$ cat src/rtl/fft_r4_combine_ctrl.sv
// fft_r4_combine_ctrl: frame scheduler for the radix-4 combine stage (sub-FFT bank -> twiddle mult -> butterfly)
//   clk, reset     : clock, synchronous active-high reset
//   sfft_ready[3:0]: per sub-FFT result-buffer-full level
//   sfft_release   : per sub-FFT one-cycle buffer release pulse
//   rd_en/rd_addr  : broadcast read strobe and quarter index
//   phi            : twiddle phase, rd_addr zero-extended
//   mult_en        : multiplier enable covering rd_en and its two-cycle tail
//   combine_valid  : butterfly output sample valid
//   frame_done     : one-cycle end-of-frame pulse (downstream clear)
//   busy           : frame in progress
//   err_timeout    : one-cycle assembly-timeout or drain-overrun pulse
//   frame_count    : completed error-free frames, only with FFT_CTRL_FRAME_CNT_EN defined
module fft_r4_combine_ctrl #(
  parameter int SIZE_BUFFER = 6,
  parameter int DRAIN_MAX = 32,
  parameter int TIMEOUT = 1023,
  parameter int TW = 10
) (
  input  logic                   clk,
  input  logic                   reset,
  input  logic [3:0]             sfft_ready,
  output logic [3:0]             sfft_release,
  output logic                   rd_en,
  output logic [SIZE_BUFFER-3:0] rd_addr,
  output logic [15:0]            phi,
  output logic                   mult_en,
  input  logic                   combine_valid,
  output logic                   frame_done,
  output logic                   busy,
  output logic                   err_timeout
`ifdef FFT_CTRL_FRAME_CNT_EN
  ,
  output logic [15:0]            frame_count
`endif
);
  localparam int AW = SIZE_BUFFER - 2;
  localparam logic [AW:0] NQ = {1'b1, {AW{1'b0}}};
  typedef enum logic [2:0] {IDLE, ARM, STREAM, DRAIN, DONE} state_t;
  state_t state, state_nxt;
  logic [TW-1:0] wait_cnt, wait_nxt, wd_cnt, wd_nxt;
  logic [AW-1:0] addr, addr_nxt;
  logic [AW:0] smp_cnt, smp_nxt;
  logic [1:0] rd_dly;
  logic partial;
  assign partial = sfft_ready != 4'h0 && sfft_ready != 4'hF;
  assign rd_en = state == STREAM;
  assign rd_addr = rd_en ? addr : '0;
  assign phi = 16'(rd_addr);
  assign mult_en = rd_en | (|rd_dly);
  assign busy = state != IDLE;
  assign frame_done = state == DONE;
  always_ff @(posedge clk)
    if (reset) begin
      state <= IDLE;
      wait_cnt <= '0;
      wd_cnt <= '0;
      addr <= '0;
      smp_cnt <= '0;
      rd_dly <= '0;
    end else begin
      state <= state_nxt;
      wait_cnt <= wait_nxt;
      wd_cnt <= wd_nxt;
      addr <= addr_nxt;
      smp_cnt <= smp_nxt;
      rd_dly <= {rd_dly[0], rd_en};
    end
  // wait counter defaults to clear, so it only survives while a partial set is held in IDLE
  always_comb begin
    state_nxt = state;
    wait_nxt = '0;
    wd_nxt = wd_cnt;
    addr_nxt = addr;
    err_timeout = 1'b0;
    sfft_release = 4'h0;
    smp_nxt = (state inside {STREAM, DRAIN}) && combine_valid && smp_cnt != NQ ? smp_cnt + 1'b1 : smp_cnt;
    case (state)
      IDLE: begin
        if (sfft_ready == 4'hF) state_nxt = ARM;
        else if (partial && wait_cnt == TW'(TIMEOUT)) begin
          err_timeout = 1'b1;
          sfft_release = sfft_ready;
        end else if (partial) wait_nxt = wait_cnt + 1'b1;
      end
      ARM: begin
        smp_nxt = '0;
        wd_nxt = '0;
        addr_nxt = '0;
        state_nxt = STREAM;
      end
      STREAM: begin
        addr_nxt = addr + 1'b1;
        state_nxt = addr == '1 ? DRAIN : STREAM;
      end
      DRAIN: begin
        wd_nxt = wd_cnt + 1'b1;
        // a sample completing this cycle beats the watchdog
        if (smp_nxt == NQ) state_nxt = DONE;
        else if (wd_cnt == TW'(DRAIN_MAX)) begin
          err_timeout = 1'b1;
          state_nxt = DONE;
        end
      end
      DONE: begin
        sfft_release = 4'hF;
        state_nxt = IDLE;
      end
      default: state_nxt = IDLE;
    endcase
  end
`ifdef FFT_CTRL_FRAME_CNT_EN
  logic drain_err;
  // frames that ended on a drain overrun are not counted
  always_ff @(posedge clk)
    if (reset) begin
      frame_count <= '0;
      drain_err <= 1'b0;
    end else begin
      drain_err <= frame_done ? 1'b0 : drain_err | (err_timeout && state == DRAIN);
      if (frame_done && !drain_err) frame_count <= frame_count + 1'b1;
    end
`endif
endmodule

$ cat config.mk
export PLATFORM = sky130hd
export DESIGN_NAME = fft_r4_combine_ctrl
export DESIGN_NICKNAME = d
export VERILOG_FILES = /design/src/rtl/fft_r4_combine_ctrl.sv
export SDC_FILE = /design/constraint.sdc
export NUM_CORES = 1
export LEC_CHECK = 0
export ABC_CLOCK_PERIOD_IN_PS = 3400
export CORE_UTILIZATION = 50
export CTS_BUF_LIST = sky130_fd_sc_hd__clkbuf_8 sky130_fd_sc_hd__clkbuf_16
export DETAILED_ROUTE_END_ITERATION = 8
export PLACE_DENSITY = 0.77
export SYNTH_ARGS = -nofsm -noshare
export SYNTH_HDL_FRONTEND = slang
export SYNTH_SLANG_ARGS = --single-unit
export TNS_END_PERCENT = 100
$ cat constraint.sdc
create_clock -name clk -period 3.4 [get_ports clk]
set_clock_uncertainty 0.1 [all_clocks]
set_input_delay 1.02 -clock clk [delete_from_list [all_inputs] [get_ports clk]]
set_output_delay 1.02 -clock clk [all_outputs]
set_load 0.1 [all_outputs]
; Word level (Yosys, flattened, before mapping)
; Index checks and enable logic that the tools add are counted.
[totals]
regBits = 34
out_inout_bits = 29
[classes]
add_sub_neg = 4
n_eq_ne = 13
n_mux = 17
bitwise_logic = 3
reduce_logical = 14
[op_table]
columns = op, count
row1 = $add 10x1->10 const B, 2
row2 = $pmux 10 s2, 1
row3 = $pmux 4 s2, 2
row4 = $mux 4, 3
row5 = $pmux 3 s4, 1
row6 = $eq 10x10->1 const B, 1
row7 = $eq 10x6->1 const B, 1
row8 = $mux 3, 3
row9 = $eq 4x4->1 const B, 2
row10 = $eq 3x2->1 const B, 2
row11 = $reduce_bool 2->1, 3
row12 = $add 5x1->5 const B, 1
row13 = $eq 5x5->1 const B, 1
row14 = $mux 1, 5
row15 = $mux 5, 1
row16 = $ne 5x5->1 const B, 1
row17 = $reduce_or 5->1, 1
row18 = $add 4x1->4 const B, 1
row19 = $logic_and 1x1->1, 4
row20 = $ne 4x4->1 const B, 1
row21 = $reduce_bool 4->1, 1
row22 = $reduce_or 2->1, 2
row23 = $eq 3x1->1 const B, 1
row24 = $eq 3x3->1 const B, 1
row25 = 8 further kinds, 9

; Logic depth before layout (Yosys ltp)
[depth]
depth_word = 8
depth_mapped = 7
ltp_nobuf = 7

; Least setup slack after synthesis
; Ideal clock, no wire load.
[synth_path]
kind = input-to-output
from = input port sfft_ready[2]
to = output port sfft_release[0]
t_arrival_ns = 3.218
slack_ns = -0.938
stages = 5
n_path_buf = 0
path_cell_list = and4_1 > nor2_1 > nand4_1 > or3_4 > o21ai_1
[synth_between]
elab_chain_len = 6
word_cells_on_any_way = 8
classes_between = 2 x eq/ne / 3 x mux / 3 x reduce/logical
[synth_lines]
columns = item, line_no
row1 = "start, declared", 21  ; input logic [3:0] sfft_ready,
row2 = $ne 4x4->1 / $reduce_bool 4->1 (equally long branches), 45  ; assign partial = sfft_ready != 4'h0 && sfft_ready != 4'hF;
row3 = $logic_and 1x1->1, 45
row4 = $logic_and 1x1->1, 80  ; else if (partial && wait_cnt == TW'(TIMEOUT)) begin
row5 = $mux 4, 80
row6 = $mux 4 *, 79  ; if (sfft_ready == 4'hF) state_nxt = ARM;
row7 = $pmux 4 s2 *, 77  ; case (state)
row8 = "end, declared", 22  ; output logic [3:0] sfft_release,
; Mark *: on every way between the ends. The rest lies on a longest branch, timed or not.

; Worst setup path in the final report
[layout_path]
from = input port sfft_ready[0]
to = output port sfft_release[0]
; The elaborated chain is that of the path after synthesis.

==> metrics.md <==
| Metric | Value |
|---|---|
| Final nets | 281 |
| DRC viols | 0 |
| Pwr/cell area | 362 nW/um^2 |
| Design Area, Final | 2500 sq um |
| Initial Util | 52.6% |
| LEAKAGE | 1.06 nW |
| Post-DP HPWL | 2.69 mm |
| Hold Path Class | reg2reg |
| Placement row count | 22 |
| Vias in the first global route | 1504 |
| FFs w/ async S/R, synth | 0% |
| Clk slew on worst S/H paths | 60 ps |
| Clock Sinks | 34 |
| Min Tclk post-route | 3410 ps |
| Final setup viols | 4 |
| Initial antenna violation count | 0 |
| Yosys top cell by area | dfxtp_1 |
| Max FO, Critical Path | 4 |
| GP Congestion | 0.762 |
| DR WL/cell | 12.6 microns |
| Synthesized instance count | 235 |
| Max-slew headroom at the worst pin | 32.7% |
| CTS H-Tree Depth | 2 |
| Largest net degree at the start of global routing | 24 |
| Final Slew Violations | 0 |
| Port bufs | 23 |
| Die area | 4130 sq um |
| Synth top area share | 35.1% |
| Global-route wire length before repair | 6.73 mm |
| Diodes inserted | 0 |
| Crit path DAT | 2290 ps |
| Critical path type | in2out |
| Top-count cell post-synth | dfxtp_1 |
| Grt ovf | 0 |
| Post-CTS Hold Fix Bufs | 0 |
| Slowest CP cell | or3_4 |
| Type of origin of the critical path | primary input |
| Finished Core Util | 67.7% |
| Synth area leaders | dfxtp_1 (35%), buf_4 (6.2%), nor2_1 (6.0%) |
| Syn Std Cell Area | 1940 sq um |
| DRT Pass-1 Iters | 5 |
| TritonCTS clock tree | built |
| PnR worst setup slack | -14.2 ps |
| Placed cell count | 303 |
| VDD IR-drop max | 0.298 mV |
| Status | finished with violations |
| Vias per inst | 5.08 |
| Clk_lat worst skew | 290 ps |
| Clock Path Buffers | 2 |
| Maxcap violations | 0 |
| Final hold vios | 0 |
| Setup crit end kind | output port |
| Share of cells above drive strength 1 | 24.6% |
| Top Ports | 36 |
| Placed Area | 2300 sq um |
| Crit-path max cell delay | 420 ps |
| Crit path cell chain | buf_6 > and4_4 > nor2_4 > nand4_1 > or3_4 > o21ai_4 > buf_12 |
| Die width | 64.3 microns |
| P&R area growth vs syn | 28.8% |
| Syn_area_per_cell | 8.25 sq um |
| Register area share after synthesis | 35.1% |
| Vias after detailed routing | 1605 |
| Fin crit share | 100% |
| Internal power | 0.000660 W |
| Finished Layout Cells | 316 |
| Post-synth top cells | dfxtp_1 (34), nor2_1 (31), nand2_1 (19) |
| Number of synthesized flops with an enable pin | 0 |
| Failing checks | setup timing |
| Fill count | 325 |
| Drt total wl | 3.97 mm |
| Root Buffer | clkbuf_8 |
| Gate power share | 12.7% |
| Worst Tran Pin Value | 1010 ps |
| Inserted Clock Buffers | 5 |
| Fmax achieved | 293 MHz |
| Switching fraction of total power | 26.9% |
| DR iter-0 viols | 105 |
| Ys Warns | 0 |
| Yosys cell types | 47 |
| Worst endpoint required time | 2280 ps |
| Total track usage | 21.3% |
| Routed Antenna Nets | 0 |
| Core ar. | 3690 sq um |
| Sequential Power Share | 45.2% |
| Psw | 0.000243 W |
| Primary FF master, synth | dfxtp_1 |
| DIE HEIGHT | 64.3 microns |
| Clock Power Share | 42.1% |
| Yosys reg bits | 34 |
| RSZ-0062 raised after global routing | true |
## path summary, 6_finish.rpt
path	from	endpoint	slack [ps]	depth (start not counted)
max	sfft_ready[0]	sfft_release[0]	-10	7
min	wait_cnt[0]	wait_cnt[0]	360	1
max reg2reg	state[0]	wd_cnt[9]	1380	3
min reg2reg	wait_cnt[0]	wait_cnt[0]	360	1
## registers in the layout, summed over array words and instances, names as in the netlist
signal / count
addr: 4
smp_cnt: 5
state: 3
rd_dly: 2
wd_cnt: 10
wait_cnt: 10
## logic make-up after synthesis
group / after synthesis / share of synthesized area, %
flops: 34 / 35.1
mux: 4 / 2.06
simple gates: 103 / 28.9
xor+xnor: 18 / 8.13
buf+inv: 36 / 10.6
fa+ha+maj: 6 / 3.87
compound gates: 33 / 11.1
other cells: 1 / 0.193
## metal layers
layer,global-route usage [%],routed length (microns),vias up
met1,25.5,1750,738
met5,0,0,-
met4,6.67,46,0
li1,-,-,833
met3,5.89,144,4
met2,36.4,2030,30
## what timing repair did
item / 4_1_cts / 5_1_grt
gates cloned: 0 / 0
gates resized for setup: 26 / 7
pin swaps: 7 / 6
hold endpoints to repair: 0 / 0
buffers inserted: 5 / 1
setup endpoints to repair: 5 / 5
## power groups by stage
stage,clock network [W],registers (W),logic [W]
3_3_place_gp,0,0.000417,0.000109
6_report,0.000381,0.000408,0.000115
5_1_grt,0.000408,0.000409,0.000121
2_1_floorplan,0,0.000416,0.000103
3_5_place_dp,0,0.000417,0.000110
4_1_cts,0.000388,0.000408,0.000111
## critical path, delay by kind of cell
kind / cells / cell delay (ps)
simple gates: 4 / 830
compound gates: 1 / 170
buf+inv: 2 / 280
## cell usage in the layout, fill, tap and decap left out, types with 2 or more instances in the layout
cell,count
nor2b_1,2
dfxtp_1,33
nor4b_1,2
and3_1,8
buf_12,7
nand4_1,4
mux2i_1,4
nand2b_1,3
xnor2_1,6
clkbuf_8,6
nand2_1,19
o21ai_0,5
nor4_2,2
inv_1,12
a21oi_1,11
and4_1,2
nand3_1,9
or3_1,5
and2_1,3
xor2_1,12
conb_1,12
buf_6,4
o21ai_1,2
nor2_1,30
o21ai_4,4
buf_4,26
ha_1,6
## through the flow
stage               TNS, ps  power [W]  hold slack (ps)  worst slack, ps
global route           -388   0.000938              388            -90.7
global placement      -2160   0.000526              342             -446
CTS                    -343   0.000907              367            -93.9
detailed placement    -2260   0.000526              354             -464
finish                -45.9   0.000903              359            -14.2
floorplan             -1130   0.000518              326             -239
## cell type report
class	instances	area, sq um	area share, %
Clock buffer	6	82.6	3.30
Clock inverter	1	30.0	1.20
Inverter	12	45.0	1.80
Multi-Input combinational cell	176	1200	48.2
Sequential cell	34	682	27.3
Tap cell	48	60.1	2.40
Timing Repair Buffer	39	395	15.8
No activity file was read; power rests on OpenSTA's default activity.
